File: src/rtl/video_timing_analyzer_pkg.sv
// ---------------------------------------------------------------------------
// video_timing_pkg
// Shared types and constants for the video timing analyzer.
//   state_t      : analyzer state (SEEK waits for a frame start, MEAS measures)
//   ERR_*        : bit positions inside err_flags
//   DEF_HACT/VACT: default active geometry (640x480)
// ---------------------------------------------------------------------------
package video_timing_pkg;

    typedef enum logic {
        SEEK = 1'b0,
        MEAS = 1'b1
    } state_t;

    localparam int ERR_HACT  = 0;
    localparam int ERR_VACT  = 1;
    localparam int ERR_STRAY = 2;
    localparam int ERR_HTOT  = 3;

    localparam int DEF_HACT = 640;
    localparam int DEF_VACT = 480;

endpackage

File: src/rtl/video_timing_analyzer_sync_edge_det.sv
// ---------------------------------------------------------------------------
// sync_edge_det
// One-cycle delay register with rise/fall detection against the live input.
//   clk     : clock
//   rst_n   : synchronous active-low reset
//   sig_i   : sampled input
//   rise_o  : sig_i & ~previous sample
//   fall_o  : ~sig_i & previous sample
// RST_VAL sets the delayed value after reset; a value of 1 keeps a level that
// is already high at reset release from looking like a fresh rising edge.
// ---------------------------------------------------------------------------
module sync_edge_det #(
    parameter bit RST_VAL = 1'b0
) (
    input  logic clk,
    input  logic rst_n,
    input  logic sig_i,
    output logic rise_o,
    output logic fall_o
);

    logic sig_q;
    logic sig_d;

    always_comb begin
        sig_d = sig_i;
    end

    always_ff @(posedge clk) begin
        if (!rst_n) begin
            sig_q <= RST_VAL;
        end else begin
            sig_q <= sig_d;
        end
    end

    assign rise_o = sig_i & ~sig_q;
    assign fall_o = ~sig_i & sig_q;

endmodule

File: src/rtl/video_timing_analyzer.sv
// ---------------------------------------------------------------------------
// video_timing_analyzer
// Sink-side checker for a parallel RGB888 video stream. Measures line and
// frame geometry, compares it with the expected active size and reports a
// per-frame verdict plus a lock indication.
//
// Ports:
//   px_clk, sys_rst_n           : pixel clock, synchronous active-low reset
//   vsync_i / hsync_i / dval_i  : frame window, line window, pixel valid
//   rdata_i / gdata_i / bdata_i : 8-bit pixel components
//   frame_done                  : one-cycle pulse when a frame is evaluated
//   frame_ok / err_flags        : verdict and error bits of the last frame
//   locked                      : LOCK_FRAMES consecutive good frames seen
//   meas_hact / meas_vact       : last closed line length / last frame lines
//   meas_htotal                 : clocks between the two latest hsync rises
//   frame_cnt                   : completed frames (wraps)
//   meas_csum                   : frame pixel checksum
//
// Optional feature: define VIDEO_TIMING_ANALYZER_CSUM_EN to build the 32-bit
// pixel checksum accumulator; without it meas_csum is constant zero.
// ---------------------------------------------------------------------------
module video_timing_analyzer
    import video_timing_pkg::*;
#(
    parameter int EXP_HACT    = DEF_HACT,
    parameter int EXP_VACT    = DEF_VACT,
    parameter int LOCK_FRAMES = 3,
    parameter int CW          = 16
) (
    input  logic          px_clk,
    input  logic          sys_rst_n,
    input  logic          vsync_i,
    input  logic          hsync_i,
    input  logic          dval_i,
    input  logic [7:0]    rdata_i,
    input  logic [7:0]    gdata_i,
    input  logic [7:0]    bdata_i,
    output logic          frame_done,
    output logic          frame_ok,
    output logic          locked,
    output logic [3:0]    err_flags,
    output logic [CW-1:0] meas_hact,
    output logic [CW-1:0] meas_vact,
    output logic [CW-1:0] meas_htotal,
    output logic [CW-1:0] frame_cnt,
    output logic [31:0]   meas_csum
);

    localparam logic [3:0] LOCK_N = 4'(LOCK_FRAMES);

    logic vsync_rise, vsync_fall, hsync_rise, dval_fall;
    logic hsync_fall_unused, dval_rise_unused;

    sync_edge_det #(.RST_VAL(1'b1)) u_vsync_edge (
        .clk(px_clk), .rst_n(sys_rst_n), .sig_i(vsync_i),
        .rise_o(vsync_rise), .fall_o(vsync_fall)
    );

    sync_edge_det #(.RST_VAL(1'b1)) u_hsync_edge (
        .clk(px_clk), .rst_n(sys_rst_n), .sig_i(hsync_i),
        .rise_o(hsync_rise), .fall_o(hsync_fall_unused)
    );

    sync_edge_det #(.RST_VAL(1'b0)) u_dval_edge (
        .clk(px_clk), .rst_n(sys_rst_n), .sig_i(dval_i),
        .rise_o(dval_rise_unused), .fall_o(dval_fall)
    );

    function automatic logic [CW-1:0] sat_inc(input logic [CW-1:0] v);
        return (&v) ? v : v + CW'(1);
    endfunction

    state_t        state_q, state_d;
    logic [CW-1:0] pix_cnt_q, pix_cnt_d;
    logic [CW-1:0] line_cnt_q, line_cnt_d;
    logic [CW-1:0] htot_cnt_q, htot_cnt_d;
    logic          hact_err_q, hact_err_d;
    logic          stray_err_q, stray_err_d;
    logic          htot_err_q, htot_err_d;
    logic          seen_hrise_q, seen_hrise_d;
    logic          have_htot_q, have_htot_d;
    logic [3:0]    good_cnt_q, good_cnt_d;
    logic          frame_done_q, frame_done_d;
    logic          frame_ok_q, frame_ok_d;
    logic          locked_q, locked_d;
    logic [3:0]    err_flags_q, err_flags_d;
    logic [CW-1:0] meas_hact_q, meas_hact_d;
    logic [CW-1:0] meas_vact_q, meas_vact_d;
    logic [CW-1:0] meas_htotal_q, meas_htotal_d;
    logic [CW-1:0] frame_cnt_q, frame_cnt_d;

    logic          active;
    logic          eval;
    logic          close_line;
    logic [3:0]    err_now;
    logic [3:0]    good_next;

    // Measurement only happens inside the vsync window; the frame is judged on
    // the vsync fall, which also closes a line still open at that moment.
    assign active = (state_q == MEAS) && vsync_i;
    assign eval   = (state_q == MEAS) && vsync_fall;

    always_comb begin
        state_d       = state_q;
        pix_cnt_d     = pix_cnt_q;
        line_cnt_d    = line_cnt_q;
        hact_err_d    = hact_err_q;
        stray_err_d   = stray_err_q;
        htot_err_d    = htot_err_q;
        seen_hrise_d  = seen_hrise_q;
        have_htot_d   = have_htot_q;
        good_cnt_d    = good_cnt_q;
        frame_done_d  = 1'b0;
        frame_ok_d    = frame_ok_q;
        locked_d      = locked_q;
        err_flags_d   = err_flags_q;
        meas_hact_d   = meas_hact_q;
        meas_vact_d   = meas_vact_q;
        meas_htotal_d = meas_htotal_q;
        frame_cnt_d   = frame_cnt_q;
        err_now       = 4'b0000;
        good_next     = 4'd0;
        close_line    = active ? dval_fall : (eval && (pix_cnt_q != '0));

        if ((state_q == SEEK) && vsync_rise) begin
            state_d = MEAS;
        end

        if (active && dval_i) begin
            pix_cnt_d = sat_inc(pix_cnt_q);
        end

        // A saturated count can never equal a real geometry, so it is always
        // reported as a mismatch.
        if (close_line) begin
            meas_hact_d = pix_cnt_q;
            pix_cnt_d   = '0;
            line_cnt_d  = sat_inc(line_cnt_q);
            if ((pix_cnt_q != CW'(EXP_HACT)) || (&pix_cnt_q)) begin
                hact_err_d = 1'b1;
            end
        end

        // Free-running line period counter; it restarts at 1 on each hsync
        // rise so that its value at the next rise equals the period.
        htot_cnt_d = hsync_rise ? CW'(1) : sat_inc(htot_cnt_q);

        if (active && hsync_rise) begin
            if (seen_hrise_q) begin
                meas_htotal_d = htot_cnt_q;
                if (have_htot_q && (htot_cnt_q != meas_htotal_q)) begin
                    htot_err_d = 1'b1;
                end
                have_htot_d = 1'b1;
            end
            seen_hrise_d = 1'b1;
        end

        if (dval_i && !vsync_i) begin
            stray_err_d = 1'b1;
        end

        if (eval) begin
            err_now[ERR_HACT]  = hact_err_d;
            err_now[ERR_VACT]  = (line_cnt_d != CW'(EXP_VACT)) || (&line_cnt_d);
            err_now[ERR_STRAY] = stray_err_d;
            err_now[ERR_HTOT]  = htot_err_d;
            if (err_now == 4'b0000) begin
                good_next = (good_cnt_q >= LOCK_N) ? LOCK_N : good_cnt_q + 4'd1;
            end
            err_flags_d  = err_now;
            frame_ok_d   = (err_now == 4'b0000);
            meas_vact_d  = line_cnt_d;
            frame_done_d = 1'b1;
            frame_cnt_d  = frame_cnt_q + CW'(1);
            good_cnt_d   = good_next;
            locked_d     = (good_next == LOCK_N);
            pix_cnt_d    = '0;
            line_cnt_d   = '0;
            hact_err_d   = 1'b0;
            stray_err_d  = 1'b0;
            htot_err_d   = 1'b0;
            seen_hrise_d = 1'b0;
            have_htot_d  = 1'b0;
        end
    end

    always_ff @(posedge px_clk) begin
        if (!sys_rst_n) begin
            state_q       <= SEEK;
            pix_cnt_q     <= '0;
            line_cnt_q    <= '0;
            htot_cnt_q    <= '0;
            hact_err_q    <= 1'b0;
            stray_err_q   <= 1'b0;
            htot_err_q    <= 1'b0;
            seen_hrise_q  <= 1'b0;
            have_htot_q   <= 1'b0;
            good_cnt_q    <= 4'd0;
            frame_done_q  <= 1'b0;
            frame_ok_q    <= 1'b0;
            locked_q      <= 1'b0;
            err_flags_q   <= 4'b0000;
            meas_hact_q   <= '0;
            meas_vact_q   <= '0;
            meas_htotal_q <= '0;
            frame_cnt_q   <= '0;
        end else begin
            state_q       <= state_d;
            pix_cnt_q     <= pix_cnt_d;
            line_cnt_q    <= line_cnt_d;
            htot_cnt_q    <= htot_cnt_d;
            hact_err_q    <= hact_err_d;
            stray_err_q   <= stray_err_d;
            htot_err_q    <= htot_err_d;
            seen_hrise_q  <= seen_hrise_d;
            have_htot_q   <= have_htot_d;
            good_cnt_q    <= good_cnt_d;
            frame_done_q  <= frame_done_d;
            frame_ok_q    <= frame_ok_d;
            locked_q      <= locked_d;
            err_flags_q   <= err_flags_d;
            meas_hact_q   <= meas_hact_d;
            meas_vact_q   <= meas_vact_d;
            meas_htotal_q <= meas_htotal_d;
            frame_cnt_q   <= frame_cnt_d;
        end
    end

    assign frame_done  = frame_done_q;
    assign frame_ok    = frame_ok_q;
    assign locked      = locked_q;
    assign err_flags   = err_flags_q;
    assign meas_hact   = meas_hact_q;
    assign meas_vact   = meas_vact_q;
    assign meas_htotal = meas_htotal_q;
    assign frame_cnt   = frame_cnt_q;

`ifdef VIDEO_TIMING_ANALYZER_CSUM_EN
    logic [31:0] csum_acc_q, csum_acc_d;
    logic [31:0] meas_csum_q, meas_csum_d;

    // Sum of all components of every valid pixel in the frame, mod 2^32.
    always_comb begin
        csum_acc_d  = csum_acc_q;
        meas_csum_d = meas_csum_q;
        if (active && dval_i) begin
            csum_acc_d = csum_acc_q + 32'(rdata_i) + 32'(gdata_i) + 32'(bdata_i);
        end
        if (eval) begin
            meas_csum_d = csum_acc_d;
            csum_acc_d  = '0;
        end
    end

    always_ff @(posedge px_clk) begin
        if (!sys_rst_n) begin
            csum_acc_q  <= '0;
            meas_csum_q <= '0;
        end else begin
            csum_acc_q  <= csum_acc_d;
            meas_csum_q <= meas_csum_d;
        end
    end

    assign meas_csum = meas_csum_q;
`else
    logic unused_px;
    assign unused_px = ^{rdata_i, gdata_i, bdata_i};
    assign meas_csum = '0;
`endif

endmodule

File: config.mk
export PLATFORM = sky130hd
export DESIGN_NAME = video_timing_analyzer
export DESIGN_NICKNAME = d
export VERILOG_FILES = /design/src/rtl/video_timing_analyzer_pkg.sv /design/src/rtl/video_timing_analyzer_sync_edge_det.sv /design/src/rtl/video_timing_analyzer.sv
export SDC_FILE = /design/constraint.sdc
export NUM_CORES = 1
export LEC_CHECK = 0
export ABC_AREA = 1
export BUFFER_PORTS_ARGS = -buffer_cell sky130_fd_sc_hd__buf_2
export CAP_MARGIN = 10
export CORE_MARGIN = 10
export CORE_UTILIZATION = 35
export DETAILED_ROUTE_END_ITERATION = 10
export HOLD_SLACK_MARGIN = 0.1
export PLACE_DENSITY = 0.6
export SLEW_MARGIN = 20
export SYNTH_ARGS = -nofsm -noshare
export SYNTH_HDL_FRONTEND = slang
export SYNTH_SLANG_ARGS = --single-unit
File: constraint.sdc
create_clock -name px_clk -period 6.07 [get_ports px_clk]
set_clock_uncertainty 0.2 [all_clocks]
set_input_delay 0.607 -clock px_clk [delete_from_list [all_inputs] [get_ports px_clk]]
set_output_delay 0.607 -clock px_clk [all_outputs]
set_load 0.01 [all_outputs]
==> impl_results.md, run 1 <==
* Outcome: completed
* Syn_area_per_cell at roughly 7.1 µm²
* Share of power burned in registers at between 40% and 50%
* Die H at around 150 µm
* Post-CTS setup repair buffer count at 0
* Asr flop ratio synth at 0%
* Number of gates resized after CTS at 0
* Worst-skew pair later-pin latency at between 0.4 and 0.5 ns
* Internal power at ~1.6 mW
* NetSw at roughly 0.46 mW
* Top_reg_cell synth: dfxtp_1
* HP Start: hsync_i
* CP bufs+invs at 4
* Fin area at approximately 7300 µm²
* Site row count at 48
* Vias at ~5500
* Fin. Hold Viols at 0
* Starting Density at a little over a third
* Critical path arrival at approximately 3.1 ns
* Max Clk Rate at roughly 340 MHz
* Post-synthesis cell type count at 37
* Clock slew at reported path FFs at about 0.06 ns
* Die Wd at around 150 µm
* Syn Inst Count at ~880
* Hold worst-path end: u_hsync_edge.sig_q
* Post-DRT Antenna Nets at 0
* Switch share at ~22%
* FF-to-FF Start: pix_cnt_q[0]
* DRT Pass-1 Iters at 5
* Hpwl dp at about 11000 µm
* Number of global-route vias before repair at 5173
* Slew HR at 46.45%
* Number of DRC markers in iteration 0 at 340
* Crit Reg-Reg Endpoint: locked
* Remaining DRCs at 0
* Placed insts at ~1200
* Total length of routed wires at about 16000 µm
* Worst-Margin Slew at roughly 0.80 ns
* HP Class: input pin to register
* Routed WL per cell at roughly 13 µm
* Slew Viols, Final at 0
* Combinational power share at a little under 4%
* Overall Power at between 2 and 2.5 mW
* Sequential share of the synthesized area at 42.17%
* MaxCap Viol Count at 0
* GRT Overall Usage at 13.03%
* EDFF count, synth at 0
* H-tree lvl count at 4
* CP endpoint kind: register
* Vias/cell at around 4.6
* First-pass GRT wire length at approximately 26000 µm
* Largest net degree at the start of global routing at 34
* Initial antenna violation count at 2
* Nature of the critical path startpoint: input pin
* CTS tree: built
* Final setup viols at 0
* Netlist Area Pre-Place at around 6300 µm²
* Layout cells sized above 1 at between 10% and 20%
* Num Clock Sinks at about 130
* Area of the core at 17420 µm²
* Max VDD drop at approximately 0.19 mV
* Period utilization at between 40% and 50%
* Synthesis-to-finish area growth at 16.89%
* Clk root buf: clkbuf_16
* Clk network pwr share at between 50% and 60%
* Max FO, Critical Path at 33
* Post-Route Setup TNS at 0 ns
* Lkg Pwr at 3.094 nW
* I/O pin count at around 130
* Synth Register Bits at 132
* IO Port Bufs at 75
* Delay-heaviest family, CP: buffers and inverters
* Layout Cells excl Fill at between 1000 and 1500
* Placement Cell Area at approximately 6700 µm²
* Cell count of the worst hold path at 3
* Register-to-Register Path Depth at 17
* Crit-path slowest cell: inv_1
* Final nets at roughly 990
* CTS max path bufs at 2
* Hold buffers post-CTS at 0
* Reg2reg setup slack at about 3.3 ns
* Worst-path cell chain: buf_2 > inv_1 > nor2_2 > inv_1 > nor2_2 > inv_2 > a21oi_1 > o21a_1
* GP Congestion at approximately 0.84
* Grt ovf at 0
* CP Class: input pin to register
* Max incr delay on CP at 0.53 ns
* YS warnings at 0
* Die area at 23650 µm²
* Fin crit period at between 2 and 3 ns
* Pwr Density at between 200 and 300 nW/µm²
* CP required at a little over 6 ns
* Num CTS Buffers at 17
* RSZ-0062 raised after global routing: false
## state kept, by name, summed over array words and instances (netlist names)
name,cells
u_dval_edge.sig_q,1
pix_cnt_q,16
frame_cnt,16
state_q,1
meas_vact,16
frame_ok,1
have_htot_q,1
line_cnt_q,16
meas_hact,16
u_hsync_edge.sig_q,1
u_vsync_edge.sig_q,1
stray_err_q,1
good_cnt_q,4
frame_done,1
htot_cnt_q,16
meas_htotal,16
locked,1
hact_err_q,1
htot_err_q,1
seen_hrise_q,1
err_flags,4
## worst max path at each step
stage / startpoint / endpoint / slack (ns) / cells after the start
finish: sys_rst_n / pix_cnt_q[7] / 3.13 / 8
global route: sys_rst_n / pix_cnt_q[14] / 2.78 / 8
CTS: sys_rst_n / pix_cnt_q[7] / 3.07 / 8
detailed placement: sys_rst_n / pix_cnt_q[7] / 2.64 / 8
global placement: sys_rst_n / pix_cnt_q[7] / 2.66 / 8
floorplan: line_cnt_q[0] / locked / 3.94 / 18
## final cells by class
cell class                      count  area [µm²]
Sequential cell                   132        2643
Antenna cell                        1       2.502
Inverter                          103       387.9
Fill cell                        1840       10090
Clock buffer                       19       442.9
Multi-Input combinational cell    620        2988
Timing Repair Buffer               78       397.9
Clock inverter                     13       181.4
Tap cell                          225       281.5
## power by group through the flow
stage                     Sequential [mW]  Clock, mW  Combinational (mW)
after floorplan                     0.906          0              0.0721
after global placement              0.905          0              0.0799
after detailed placement            0.905          0              0.0806
after CTS                           0.886       1.10              0.0810
after global routing                0.888       1.14              0.0930
final                               0.886       1.08              0.0808
## cell usage in the layout (no fill, tap or decap), drive strengths merged
master	instances
a211oi	2
a21boi	1
a21o	1
a21oi	67
a22o	1
a31oi	3
and3	1
buf	78
bufinv	4
clkbuf	19
clkinv	7
clkinvlp	2
conb	32
dfxtp	132
diode	1
ha	6
inv	103
nand2	193
nand3	69
nand3b	3
nand4	19
nor2	103
nor3	22
nor4	1
o21a	2
o21ai	66
or2	4
xnor2	16
xor2	8
## per-layer routing
layer	vias up	GRT usage (%)	wire, µm
met3	15	5.021	1068
met5	-	0	12
met4	2	3.779	138
met1	2435	16.59	7436
met2	112	19.99	6873
li1	2919	-	-
## cells in the mapped netlist (4+ instances only)
| cell | instances | area (µm²) |
|---|---|---|
| nand2_1 | 186 | 698.2 |
| dfxtp_1 | 132 | 2643 |
| inv_1 | 92 | 345.3 |
| nor2_1 | 90 | 337.8 |
| a21oi_1 | 67 | 335.3 |
| nand3_1 | 67 | 335.3 |
| o21ai_0 | 62 | 310.3 |
| buf_4 | 33 | 247.7 |
| nand4_1 | 19 | 118.9 |
| nor3_1 | 19 | 95.09 |
| clkbuf_1 | 16 | 60.06 |
| xnor2_1 | 16 | 140.1 |
| inv_2 | 10 | 37.54 |
| nor2_2 | 10 | 62.56 |
| xor2_1 | 8 | 70.07 |
| ha_1 | 6 | 75.07 |
| nand2_2 | 6 | 37.54 |
| o21ai_1 | 4 | 20.02 |
| or2_2 | 4 | 25.02 |
## cells by family after synthesis
kind of cell	Yosys count	synth area share, %
other	1	0.05985
AOI/OAI and AO/OA	143	11.84
DFF	132	42.17
and+or+nand+nor	415	29.37
xor gates and xnor gates	24	3.355
adders and majority gates	6	1.198
buffers and inverters	160	12.00
## worst register-to-register path, cell delays in order, from the launching register on
cell	delay, ns
dfxtp_1	0.35
inv_1	0.10
ha_1	0.20
nand2_1	0.06
nor2_1	0.07
nand2_1	0.08
nand2_2	0.07
nand2_2	0.26
nand2_2	0.34
nand2_1	0.15
nand2_1	0.11
nor2_1	0.12
nand2_1	0.07
nor2_2	0.16
nand2_2	0.11
nor2_4	0.11
nand3_2	0.08
nand2_1	0.06
## stage by stage
step                hold WS [ns]  util (%)  setup WS [ns]
floorplan                 0.2190         -          3.939
global placement          0.2261     38.46          2.657
detailed placement        0.2329     38.46          2.636
CTS                       0.1900     42.04          3.073
global route              0.2099     42.04          2.775
finish                    0.2040     42.05          3.135
(Power assumes the default switching activity.)
==> run 2: changes to the inputs <==
Settings changed: PLACE_DENSITY 0.6 to 0.62.
Clock period 6.07 ns to 2.5 ns, I/O delays scaled along.
==> run 2 against run 1 <==
Compared with the run above:
- non-clock buffer count up 31
- final area rose by 3.2%
- largest power group unchanged
- critical path type unchanged
- global-route usage rose by 0.052 points
==> impl_results.md, run 2 (same netlist as run 1, synthesis figures left out) <==
* Outcome: completed
* Period utilization at just over 90%
* Internal power at 3.715 mW (+130%)
* CTS tree: built
* Max VDD drop at 0.5327 mV (+180%)
* Nature of the critical path startpoint: input pin
* CTS max path bufs at 2 (unchanged)
* DP Worst Slack at 0.1616 ns (-2.474 ns)
* Final nets at 1018 (+3.1%)
* Layout fillers at 1812 (-1.5%)
* GRT Overall Usage at 13.08% (+0.052 points)
* Routed WL per cell at 12.67 µm (-2.8%)
* Area of the core at 17420 µm² (unchanged)
* Remaining DRCs at 0 (unchanged)
* Max Clk Rate at 440.5 MHz
* Starting Density at 35.98% (unchanged)
* Post-Route Setup TNS at 0 ns (unchanged)
* Vias/cell at 4.594 (-0.22%)
* Commonest non-fill, non-tap cell in the layout: nand2_1
* Commonest cells after routing, fill and taps aside: nand2_1, dfxtp_1, inv_1
* Inserted Diodes at 0 (-1)
* Slew Viols, Final at 0 (unchanged)
* Fin. Hold Viols at 0 (unchanged)
* Number of global-route vias before repair at 5398 (+4.3%)
* Reg2reg setup slack at 0.24 ns (-3.07 ns)
* GP Congestion at 0.8715 (+4.3%)
* Number of DRC markers in iteration 0 at 247 (-27%)
* Layout cells sized above 1 at 18.37% (+2.8 points)
* Combinational power share at 4.7% (+0.8 points)
* Lkg Pwr at 3.235 nW (+4.6%)
* Max FO, Critical Path at 6 (-82%)
* Hpwl dp at 11480 µm (+3.0%)
* Die area at 23650 µm² (unchanged)
* Pwr Density at 638.3 nW/µm² (+130%)
* IO Port Bufs at 75 (unchanged)
* I/O pin count at 132 (unchanged)
* Grt ovf at 0 (unchanged)
* Critical path arrival at 2.43 ns (-0.67 ns)
* Total length of routed wires at 15470 µm (-0.36%)
* Worst-Margin Slew at 0.6148 ns (-0.1876 ns)
* Largest net degree at the start of global routing at 30 (-12%)
* Clk network pwr share at 50.8% (-2.1 points)
* DRT Pass-1 Iters at 4 (-1)
* CP endpoint kind: register
* Die Wd at 153.8 µm (unchanged)
* Initial antenna violation count at 0 (-2)
* Fin worst setup slack at 0.2297 ns (-2.905 ns)
* MaxCap Viol Count at 0 (unchanged)
* Fin crit period at 2.270 ns
* H-tree lvl count at 4 (unchanged)
* Clock slew at reported path FFs at 0.06 ns (about the same)
* CP required at 2.66 ns (-3.57 ns)
* Post-DRT Antenna Nets at 0 (unchanged)
* Slew HR at 58.97% (+13 points)
* Die H at 153.8 µm (unchanged)
* Worst-skew pair later-pin latency at 0.42 ns (about the same)
* CP Class: input pin to register
* Synthesis-to-finish area growth at 20.67%
* Site row count at 48 (unchanged)
* Vias at 5609 (+2.3%)
* Final setup viols at 0 (unchanged)
* First-pass GRT wire length at 26030 µm (+1.2%)
* Switch share at 23.03% (+0.84 points)
* NetSw at 1.112 mW (+140%)
* Num Clock Sinks at 132 (unchanged)
* RSZ-0062 raised after global routing: false
* Num CTS Buffers at 17 (unchanged)
* HP Class: register to register
* Clk root buf: clkbuf_16
* Share of power burned in registers at 44.5% (+1.3 points)
==> run 2: final timing paths <==
check,cells after the start,startpoint,to
hold / removal,2,good_cnt_q[2],good_cnt_q[2]
setup / recovery,12,vsync_i,pix_cnt_q[11]
hold reg to reg,2,good_cnt_q[2],good_cnt_q[2]
setup reg to reg,18,pix_cnt_q[0],locked
==> run 2: repair_timing <==
| action | CTS | global route |
|---|---|---|
| hold endpoints to repair | 18 | 0 |
| buffers inserted | 0 | 1 |
| hold buffers | 6 | 0 |
| endpoints found under the setup margin | 0 | 7 |
| resized for setup | 0 | 8 |
==> run 2: cell type report <==
class / instances / area, µm² / area share, %
repair buffers: 109 / 658.1 / 8.704
multi-input cells: 620 / 3002 / 39.70
flip-flops and latches: 132 / 2645 / 34.98
clock buffers: 19 / 452.9 / 5.990
inverters: 103 / 387.9 / 5.130
clock inverters: 13 / 133.9 / 1.771
well taps: 225 / 281.5 / 3.723
==> run 2: per-stage QoR <==
stage | cells | hold WS, ns | util [%] | total power, mW | instance area [µm²]
after global placement | 1182 | 0.2255 | 39.56 | 2.411 | 6890
after CTS | 1220 | 0.2368 | 43.28 | 4.892 | 7537
after floorplan | 912 | 0.1391 | - | 2.374 | 6382
after global routing | 1221 | 0.2560 | 43.41 | 5.010 | 7561
final | 1221 | 0.2341 | 43.41 | 4.827 | 7561
after detailed placement | 1182 | 0.2268 | 39.56 | 2.413 | 6890
==> run 2: metal layers <==
metal / track usage, % / vias to the layer above / routed length, µm
met5: 0 / - / 0
met4: 4.498 / 0 / 161
met3: 4.324 / 15 / 821
met2: 21.30 / 102 / 7186
met1: 15.81 / 2509 / 7305
li1: - / 2983 / -
==> run 2: power groups by stage <==
| stage | sequential (mW) | combinational, mW | clock (mW) |
|---|---|---|---|
| floorplan | 2.20 | 0.175 | 0 |
| global placement | 2.19 | 0.217 | 0 |
| detailed placement | 2.19 | 0.218 | 0 |
| CTS | 2.15 | 0.227 | 2.52 |
| global route | 2.15 | 0.257 | 2.60 |
| finish | 2.15 | 0.226 | 2.45 |
==> run 2: worst max-delay path, stage by stage <==
cell           delay [ns]
dlygate4sd3_1        0.55
buf_2                0.14
nand2_1              0.14
nor2_1               0.20
nand2_1              0.19
inv_2                0.15
nand3_1              0.19
nor3_4               0.24
inv_1                0.06
nor2_1               0.11
o21ai_0              0.08
a21oi_1              0.12
